**config.mk**
```make
export PLATFORM = sky130hd
export DESIGN_NAME = np_flash_arb
export DESIGN_NICKNAME = d
export VERILOG_FILES = /design/src/rtl/np_flash_arb.sv
export SDC_FILE = /design/constraint.sdc
export NUM_CORES = 1
export LEC_CHECK = 0
export ABC_AREA = 1
export BUFFER_PORTS_ARGS = -buffer_cell sky130_fd_sc_hd__buf_4
export CORE_ASPECT_RATIO = 2
export CORE_MARGIN = 3
export CORE_UTILIZATION = 40
export CTS_CLUSTER_DIAMETER = 60
export DETAILED_ROUTE_END_ITERATION = 12
export PLACE_DENSITY = 0.68
export REMOVE_ABC_BUFFERS = 1
export SYNTH_ARGS = -nofsm -noshare
export SYNTH_HDL_FRONTEND = slang
export SYNTH_SLANG_ARGS = --single-unit
```
**constraint.sdc**
```tcl
create_clock -name CLK -period 3.98 [get_ports CLK]
set_input_delay 0.199 -clock CLK [delete_from_list [all_inputs] [get_ports CLK]]
set_output_delay 0.199 -clock CLK [all_outputs]
set_load 0.1 [all_outputs]
```
**src/rtl/np_flash_arb.sv**
```systemverilog
// Two-port round-robin arbiter in front of the single SPI-flash read interface.
// Port 1 may lock the bus for bounded bursts; a watchdog aborts hung reads with a poison word.
module np_flash_arb #(
    parameter int ADDR_W    = 24,
    parameter int DATA_W    = 32,
    parameter int MAX_BURST = 8,
    parameter int TIMEOUT   = 1024
) (
    input  logic              CLK,
    input  logic              RST,
    input  logic              req0_valid,
    input  logic [ADDR_W-1:0] req0_addr,
    output logic              req0_ready,
    input  logic              req1_valid,
    input  logic [ADDR_W-1:0] req1_addr,
    input  logic              req1_lock,
    output logic              req1_ready,
    output logic [DATA_W-1:0] rsp_rdata,
    output logic              mem_valid,
    output logic [ADDR_W-1:0] mem_addr,
    input  logic              mem_ready,
    input  logic [DATA_W-1:0] mem_rdata,
    output logic              owner,
    output logic              busy,
    output logic              timeout_err,
    input  logic              err_clr
);

    localparam int WD_W = $clog2(TIMEOUT) + 1;
    localparam int BC_W = 8;
    localparam logic [BC_W-1:0] BURST_MAX = BC_W'(MAX_BURST);
    localparam logic [WD_W-1:0] WD_LAST   = WD_W'(TIMEOUT - 1);

    typedef enum logic [1:0] {
        IDLE,
        ISSUE,
        RESP
    } state_t;

    state_t            state;
    state_t            state_nxt;
    logic              last_grant;
    logic [BC_W-1:0]   burst_cnt;
    logic [WD_W-1:0]   wd_cnt;

    logic              gnt_any;
    logic              gnt_port;
    logic              timeout_hit;

    function automatic logic [BC_W-1:0] sat_inc(input logic [BC_W-1:0] v);
        if (v >= BURST_MAX)
            return BURST_MAX;
        else
            return v + BC_W'(1);
    endfunction

    // Arbitration: the lock only extends a port-1 run, it never preempts a port-0 turn.
    always_comb begin
        gnt_any  = req0_valid | req1_valid;
        gnt_port = 1'b0;
        if (req0_valid && req1_valid) begin
            if (req1_lock && last_grant && (burst_cnt < BURST_MAX))
                gnt_port = 1'b1;
            else
                gnt_port = ~last_grant;
        end else begin
            gnt_port = req1_valid;
        end
    end

    // Real data arriving in the last watchdog cycle wins over the abort.
    assign timeout_hit = (state == ISSUE) && !mem_ready && (wd_cnt == WD_LAST);

    always_comb begin
        state_nxt = state;
        case (state)
            IDLE:    if (gnt_any) state_nxt = ISSUE;
            ISSUE:   if (mem_ready || timeout_hit) state_nxt = RESP;
            RESP:    state_nxt = IDLE;
            default: state_nxt = IDLE;
        endcase
    end

    always_ff @(posedge CLK or negedge RST) begin
        if (!RST)
            state <= IDLE;
        else
            state <= state_nxt;
    end

    always_ff @(posedge CLK or negedge RST) begin
        if (!RST) begin
            mem_addr   <= '0;
            owner      <= 1'b0;
            last_grant <= 1'b1;
        end else if (state == IDLE && gnt_any) begin
            mem_addr   <= gnt_port ? req1_addr : req0_addr;
            owner      <= gnt_port;
            last_grant <= gnt_port;
        end
    end

    // Burst counter only tracks port-1 grants that actually made port 0 wait.
    always_ff @(posedge CLK or negedge RST) begin
        if (!RST) begin
            burst_cnt <= '0;
        end else if (state == IDLE) begin
            if (gnt_any && !gnt_port)
                burst_cnt <= '0;
            else if (!req1_lock)
                burst_cnt <= '0;
            else if (gnt_any && gnt_port && req0_valid)
                burst_cnt <= sat_inc(burst_cnt);
        end
    end

    always_ff @(posedge CLK or negedge RST) begin
        if (!RST)
            wd_cnt <= '0;
        else if (state == ISSUE)
            wd_cnt <= wd_cnt + WD_W'(1);
        else
            wd_cnt <= '0;
    end

    always_ff @(posedge CLK or negedge RST) begin
        if (!RST) begin
            rsp_rdata <= '0;
        end else if (state == ISSUE) begin
            if (mem_ready)
                rsp_rdata <= mem_rdata;
            else if (timeout_hit)
                rsp_rdata <= '1;
        end
    end

    always_ff @(posedge CLK or negedge RST) begin
        if (!RST)
            timeout_err <= 1'b0;
        else if (timeout_hit)
            timeout_err <= 1'b1;
        else if (err_clr)
            timeout_err <= 1'b0;
    end

    // Handshake outputs decode the state register, so reset drops them at once.
    assign mem_valid  = (state == ISSUE);
    assign busy       = (state != IDLE);
    assign req0_ready = (state == RESP) && !owner;
    assign req1_ready = (state == RESP) && owner;

endmodule

```
* Yosys cells after proc, flatten, opt, wreduce, memory -nomap -nowiden *
Cells that the tools add are included.

cells by class
  add/subtract/negate cells = 2
  $mul = 0
  divide/modulo/power cells = 0
  order comparisons = 2
  equal/unequal tests = 6
  shift operators = 0
  mux-type cells = 15
  bitwise operators = 2
  reductions and logical operators = 22

operator list
  cell                                                                                  number
  32-bit 2-to-1 mux                                                                     2
  8-bit 2-to-1 mux                                                                      4
  24-bit 2-to-1 mux                                                                     1
  11-bit by 1-bit adder with 11-bit output (second input constant)                      1
  11-bit by 10-bit equality test with 1-bit output (second input constant)              1
  1-bit logical AND                                                                     11
  11-bit 2-to-1 mux                                                                     1
  8-bit by 1-bit adder with 8-bit output (second input constant)                        1
  8-bit by 4-bit greater-or-equal comparator with 1-bit output (second input constant)  1
  8-bit by 4-bit < comparator with 1-bit output (second input constant)                 1
  2-bit AND reduction                                                                   3
  2-bit nonzero test                                                                    3
  1-bit 2-to-1 mux                                                                      4
  2-bit 2-to-1 mux                                                                      2
  2-bit case mux with 2 select lines                                                    1
  1-bit logical NOT                                                                     3
  3-bit by 1-bit != test with 1-bit output (second input constant)                      1
  2-bit by 1-bit equality test with 1-bit output (second input constant)                1
  2-bit equality test (second input constant)                                           1
  2-bit logical NOT                                                                     1
  2-bit by 1-bit != test with 1-bit output (second input constant)                      1
  2-bit != test (second input constant)                                                 1
  1-bit logical OR                                                                      1
  1-bit inverter                                                                        1
  1-bit bitwise OR                                                                      1

word-level totals
  flip-flop bits (word level) = 80
  bits in latches = 0
  memory bits (writable) = 0
  bits in read-only memories = 0
  output and inout bits = 62
  logic and storage cells = 57
  memories = 0

* Logic depth before layout (Yosys ltp) *
Gate-level depths: netlist of the first run.

  word-level depth = 9
  gate-level depth with buffers = 8

* Worst setup path before layout of the first run *
No wires, ideal clock.

  path type = register to output
  start = register owner
  end = output req1_ready
  arrival = 3.098 ns
  path slack = 0.683 ns
  cell stages (with the launch flop) = 3
  cell sequence = dfrtp_1 inv_1 nor3_1

between the ends
  cells in the longest elaborated chain, start to end = 1

ends and longest elaborated chain
  item                    line  RTL
  from (decl)             23    output logic owner,
  from (signal assigned)  98    owner <= gnt_port;
  1-bit logical AND       150   assign req1_ready = (state == RESP) && owner;
  to (decl)               17    output logic req1_ready,

No other way between the ends.

* Final worst setup path of the first run *
  start = register burst_cnt[6]
  end = register burst_cnt[2]

between the ends
  cells in the longest elaborated chain, start to end = 8
  elaborated cells on any way between the ends = 15

ends and longest elaborated chain
  item                                                    line      RTL
  from (decl)                                             43        logic [BC_W-1:0] burst_cnt;
  from (signal assigned)                                  113       burst_cnt <= sat_inc(burst_cnt);
  8-bit by 4-bit < comparator with 1-bit output           62        if (req1_lock && last_grant && (burst_cnt < BURST_MAX))
  1-bit logical AND                                       62
  1-bit 2-to-1 mux                                        62
  1-bit 2-to-1 mux                                        61        if (req0_valid && req1_valid) begin
  1-bit logical NOT or 1-bit logical AND (tied branches)  108, 112
  1-bit logical AND, on equally long branches             108, 112
  3-bit by 1-bit != test with 1-bit output (no line)      -
  2-bit AND reduction (no line)                           -

Parallel ways exist; a longest one is shown, timed or not. The select of a mux whose other input is x is not followed.
A chain may end at the register's enable or synchronous reset.

==> out/results.tsv, run 1 <==
stage	metric	value	unit
run_status	status	finished, final reports clean	
timing	max_freq	432.2	MHz
floorplanning	dieArea	0.01067	mm^2
timing	rsz0062_at_grt	false	
cells_and_area	layout-drive-gt1-share	28.32	%
timing	period_needed	2314	ps
setup_path	start_kind	flop	
routing	vias_per_cell	4.688	
routing	dr.pass1.iters	7	
timing	hold_violations	0	
floorplanning	start_util	41.42	%
placement	post-place-ws	1649	ps
job	cap_violations	0	
min_path	min_path_type	input port to asynchronous set/reset pin	
routing	antenna_left	0	
routing	num_vias	3375	
cts	post_cts_buffers	0	
cts	hold_buffers	0	
routing	drt_drc_violations_left	0	
logic_synthesis	netlist_instances	475	
logic_synthesis	netlist.area_leader.share	52.60	%
grt	grt_max_degree	81	
cts	cts_tree	done	
grt	grt_pass1_vias	3274	
setup_path	timing.rr.start	burst_cnt[6]$_DFFE_PN0P_	
timing	setup_slack	1666	ps
placement	place_hpwl	6.985	mm
routing	drt_iter0_markers	163	
floorplanning	die_y	143.1	um
timing	clock-skew-final	8.380	ps
setup_path	reg2reg_to	burst_cnt[2]$_DFFE_PN0P_	
setup_path	ff2ff_setup_slack	1670	ps
logic_synthesis	yosysUniqueCellTypes	30	
floorplanning	pin_count	149	
logic_synthesis	netlist_area	0.003759	mm^2
floorplanning	die_w	74.55	um
cts	cts_sinks	80	
timing	setup_tns	0	ps
cts	cts_root_buffer	clkbuf_16	
timing	slew_viol_final	0	
routing	wirelength	9.318	mm
grt	grt_pass1_wl	14.99	mm
timing	timing.final.crit_share	58.14	%
setup_path	required	4240	ps
floorplanning	core_area	0.009074	mm^2
floorplanning	rows	49	
cells_and_area	area_growth	37.88	%
setup_path	arrival	2570	ps
grt	track_usage	18.07	%
logic_synthesis	yosysWarnings	0	
logic_synthesis	synth_top_area_cell	dfrtp_1	
cts	clk_pin_slew	60	ps
grt	overflow	0	
logic_synthesis	syn_area_per_cell	7.913	um^2
placement	port_buffers	148	
cells_and_area	fillCellCount	850	
timing	setup_viol	0	
cells_and_area	finalNetCount	704	
routing	routedWlPerCell	12.94	um
cells_and_area	antenna_cells	0	
cts	cts_made_buffers	9	
grt	antenna_found_initial	0	
placement	gp_congestion	0.8029	
setup_path	crit_type	flop to flop	
setup_path	r2r_cells	7	
timing	maxSlewHeadroom	29.09	%
setup_path	cp_max_fo	26	
cts	cts_resized	0	
timing	worstMarginPinSlew	1063	ps
logic_synthesis	ys_seq_area_share	53.30	%
cts	cts_buffer_depth	2	
cts	clock_latency	320	ps
logic_synthesis	synthTopCellsByArea	dfrtp_1 (53%), nand2_1 (9.8%), nor2_1 (8.2%)	
logic_synthesis	ys_ff_latch	80	
setup_path	endpoint_kind	flop	
cts	h-tree-depth	3	
per-layer routing:
metal	wire [um]	track usage, %
met1	3494	19.95
met4	93	5.347
met5	0	0
met2	5067	32.99
met3	662	4.581
worst max-delay path by stage:
| stage | endpoint | cells past startpoint | slack, ps | start |
|---|---|---|---|---|
| after floorplan | req1_ready | 2 | 680 | owner$_DFFE_PN0P_ |
| after global placement | burst_cnt[2]$_DFFE_PN0P_ | 7 | 1670 | burst_cnt[6]$_DFFE_PN0P_ |
| after detailed placement | burst_cnt[2]$_DFFE_PN0P_ | 7 | 1650 | burst_cnt[6]$_DFFE_PN0P_ |
| after CTS | burst_cnt[2]$_DFFE_PN0P_ | 7 | 1620 | burst_cnt[6]$_DFFE_PN0P_ |
| after global routing | burst_cnt[2]$_DFFE_PN0P_ | 7 | 1350 | burst_cnt[6]$_DFFE_PN0P_ |
| final | burst_cnt[2]$_DFFE_PN0P_ | 7 | 1670 | burst_cnt[6]$_DFFE_PN0P_ |
through the flow:
stage	instance area, um^2	utilization (%)	hold slack, ps	std cells
5_1_grt	5182	57.12	63.16	720
4_1_cts	5182	57.12	58.28	720
3_3_place_gp	4895	53.94	399.2	705
6_report	5182	57.12	35.04	720
3_5_place_dp	4895	53.94	415.7	705
2_1_floorplan	3649	-	-96.59	454
cells by family (layout without fill, tap and decap cells):
| family | after synthesis | count (layout) | share of synthesized area (%) |
|---|---|---|---|
| simple gates | 280 | 280 | 32.12 |
| buf+inv | 93 | 236 | 10.12 |
| flops | 80 | 80 | 53.30 |
| compound gates | 15 | 15 | 2.530 |
| xor+xnor | 4 | 4 | 0.9323 |
| fa+ha+maj | 3 | 3 | 0.9988 |
Yosys cell counts (all sizes together):
cell / count
nor2: 84
a31oi: 1
or2: 1
o21ai: 6
inv: 71
nor3b: 1
nand3: 55
nor3: 39
xor2: 1
a21oi: 6
clkinv: 1
clkbuf: 11
o22ai: 1
a211oi: 1
nand4: 1
dfrtp: 79
ha: 3
nand2: 99
buf: 10
xnor2: 3
dfstp: 1
state kept, by name, summed over array words and instances (netlist names):
name	flops
burst_cnt	8
last_grant	1
mem_addr	24
owner	1
rsp_rdata	32
state	2
timeout_err	1
wd_cnt	11
cell usage in the layout, fill, tap and decap left out, drive strengths merged:
| master | Yosys | routed |
|---|---|---|
| o22ai | 1 | 1 |
| xnor2 | 3 | 3 |
| clkinv | 1 | 4 |
| nor3b | 1 | 1 |
| a211oi | 1 | 1 |
| a21oi | 6 | 6 |
| buf | 10 | 149 |
| nand2 | 99 | 99 |
| dfrtp | 79 | 79 |
| nand4 | 1 | 1 |
| nor3 | 39 | 39 |
| a31oi | 1 | 1 |
| xor2 | 1 | 1 |
| or2 | 1 | 1 |
| ha | 3 | 3 |
| inv | 71 | 71 |
| bufinv | 0 | 1 |
| nor2 | 84 | 84 |
| nand3 | 55 | 55 |
| clkbuf | 11 | 11 |
| dfstp | 1 | 1 |
| o21ai | 6 | 6 |
worst max-delay path, cell delays in order (launching register included):
cell     delay [ps]
dfrtp_1         370
nor2_1          160
nand4_1         160
nand2_2         390
nand2_1         580
o21ai_0         410
nand2_1          90
nand2_1          70
layout make-up:
type	count	area, um^2	area share (%)
repair buffers	149	1119	21.58
clock inverters	4	45.04	0.8691
multi-input cells	302	1375	26.53
flip-flops and latches	80	2003	38.65
clock buffers	11	242.7	4.684
well taps	102	127.6	2.463
inverters	72	270.3	5.215
Power of run 1 is left out: the tool's default activity adds up to more than one toggle a clock period on the data nets, which glitch-free logic cannot reach.
==> run 2, diff against run 1 <==
Clock period 3.98 ns to 2.3 ns, I/O delays scaled along.
==> run 2 against run 1 <==
Against the previous run: die area unchanged; clock skew decreased by 1.9 ps; via count increased by 4.1%; global-route usage increased by 0.83 points; critical path type unchanged; count of clock-buffer cells in the layout decreased by 1; sequential share of layout area decreased by 0.72 points; first-iteration DRC count increased by 11%; cell area increased by 1.9%.
==> out/results.tsv, run 2 (synthesized netlist as in run 1, its figures left out) <==
stage	metric	value	unit	change
cts	cts_sinks	80		unchanged
cts	clock_latency	330	ps	about the same
grt	top_usage_layer	met2		
cells_and_area	largest_register	rsp_rdata		
floorplanning	pin_count	149		unchanged
job	cap_violations	0		unchanged
setup_path	path_buf_inv	1		+1
cts	cts_resized	0		unchanged
floorplanning	start_util	41.42	%	unchanged
cts	h-tree-depth	3		unchanged
timing	clock-skew-final	6.461	ps	-1.919 ps
timing	slew_viol_final	0		unchanged
grt	grt_pass1_wl	15.68	mm	+4.7%
min_path	min_path_type	input port to flop		
floorplanning	core_area	0.009074	mm^2	unchanged
min_path	hold_end	rsp_rdata[0]$_DFFE_PN0P_		
setup_path	cpMostUsedCell	nor2_1		
floorplanning	die_y	143.1	um	unchanged
grt	antenna_found_initial	0		unchanged
cells_and_area	fillCellCount	871		+2.5%
setup_path	start_kind	flop		
routing	drt_drc_violations_left	0		unchanged
routing	wirelength	9.483	mm	+1.8%
timing	maxSlewHeadroom	66.44	%	+37 points
floorplanning	rows	49		unchanged
routing	dr.pass1.iters	4		-3
grt	use_met1	20.63	%	+0.68 points
grt	track_usage	18.90	%	+0.83 points
cts	clk_pin_slew	50	ps	about the same
floorplanning	die_w	74.55	um	unchanged
timing	hold_violations	0		unchanged
timing	worstMarginPinSlew	503.5	ps	-560.0 ps
cts	cts_buffer_depth	2		unchanged
cts	post_cts_buffers	0		unchanged
cells_and_area	antenna_cells	0		unchanged
setup_path	required	2550	ps	-1690 ps
setup_path	timing.rr.start	wd_cnt[0]$_DFF_PN0_		
setup_path	endpoint_kind	flop		
routing	num_vias	3514		+4.1%
setup_path	cp_max_fo	32		+23%
placement	place_hpwl	7.209	mm	+3.2%
cells_and_area	largest_reg_flops	32		unchanged
cts	hold_buffers	2		+2
placement	port_buffers	148		unchanged
setup_path	r2r_cells	8		+1
routing	routedWlPerCell	13.04	um	+0.79%
setup_path	ff2ff_setup_slack	570	ps	-1100 ps
timing	rsz0062_at_grt	false		
cells_and_area	area_growth	40.51	%	
timing	setup_viol	0		unchanged
timing	max_freq	578.0	MHz	+34%
run_status	status	finished, final reports clean		
setup_path	path_delay_family	simple AND/OR/NAND/NOR gates		
placement	post-place-ws	572.9	ps	-1076 ps
timing	setup_slack	569.8	ps	-1096 ps
grt	grt_pass1_vias	3501		+6.9%
setup_path	arrival	1980	ps	-590 ps
floorplanning	dieArea	0.01067	mm^2	unchanged
min_path	min_from	mem_rdata[0]		
cts	cts_tree	done		
timing	period_needed	1730	ps	-583.6 ps
setup_path	critical_path.cell_chain	ha_1 > nand3_2 > nor2_4 > nand3_4 > a21oi_4 > buf_4 > nor2_1 > nor2_1		
cells_and_area	final_cell_mix	buf_4 (154), nand2_1 (98), nor2_1 (82)		
grt	grt_max_degree	43		-47%
cells_and_area	reg_top3	rsp_rdata (32), mem_addr (24), wd_cnt (11)		
setup_path	slowest_delay	360	ps	-220 ps
cts	cts_made_buffers	9		unchanged
routing	antenna_left	0		unchanged
min_path	min_path_cells	3		
grt	met2_usage	34.11	%	+1.1 points
cts	cts_root_buffer	clkbuf_16		
cells_and_area	final_common_cell	buf_4		
placement	gp_congestion	0.7732		-3.7%
cells_and_area	layout-drive-gt1-share	28.96	%	+0.64 points
setup_path	crit_type	flop to flop		
timing	timing.final.crit_share	75.23	%	+17 points
setup_path	cp_slowest_cell	dfrtp_1		
setup_path	reg2reg_to	rsp_rdata[12]$_DFFE_PN0P_		
grt	grt_use_met3	3.242	%	-1.3 points
routing	vias_per_cell	4.834		+3.1%
routing	drt_iter0_markers	181		+11%
grt	overflow	0		unchanged
cells_and_area	finalNetCount	712		+1.1%
[run 2: worst max path at each step]
stage / startpoint / slack [ps] / endpoint / cells after the start
after floorplan: owner$_DFFE_PN0P_ / -910 / req1_ready / 2
after CTS: wd_cnt[0]$_DFF_PN0_ / 550 / rsp_rdata[12]$_DFFE_PN0P_ / 8
after detailed placement: wd_cnt[0]$_DFF_PN0_ / 570 / rsp_rdata[11]$_DFFE_PN0P_ / 8
final: wd_cnt[0]$_DFF_PN0_ / 570 / rsp_rdata[12]$_DFFE_PN0P_ / 8
after global placement: wd_cnt[0]$_DFF_PN0_ / 660 / rsp_rdata[31]$_DFFE_PN0P_ / 8
after global routing: wd_cnt[0]$_DFF_PN0_ / 390 / rsp_rdata[3]$_DFFE_PN0P_ / 8
[run 2: through the flow]
step           instances  setup TNS [ps]  cell area, um^2  hold WS, ps  utilization, %
6_report             727               0             5281        21.20           58.20
2_1_floorplan        454          -12520             3649       -180.6               -
3_3_place_gp         711               0             4952        120.3           54.58
3_5_place_dp         711               0             4952        130.5           54.58
4_1_cts              727               0             5281        14.92           58.20
5_1_grt              727               0             5281        22.20           58.20
[run 2: worst min-delay path, cell delays in order]
cell	delay, ps
buf_4	80
nor3_1	40
nor2_1	80
[run 2: per-layer routing]
layer / part of all wire [%] / up-vias
met1: 36 / 1621
met3: 6.3 / 16
met2: 55 / 122
met5: 0 / -
met4: 2.5 / 0
li1: - / 1755
[run 2: area by class of cell]
class                           count  area (um^2)  share of cell area, %
Sequential cell                    80         2003                  37.93
Timing Repair Buffer              157         1196                  22.65
Inverter                           72        270.3                  5.117
Tap cell                          102        127.6                  2.416
Multi-Input combinational cell    302         1375                  26.04
Clock inverter                      4        70.07                  1.327
Clock buffer                       10        239.0                  4.525
Power of run 2 is left out for the same reason.
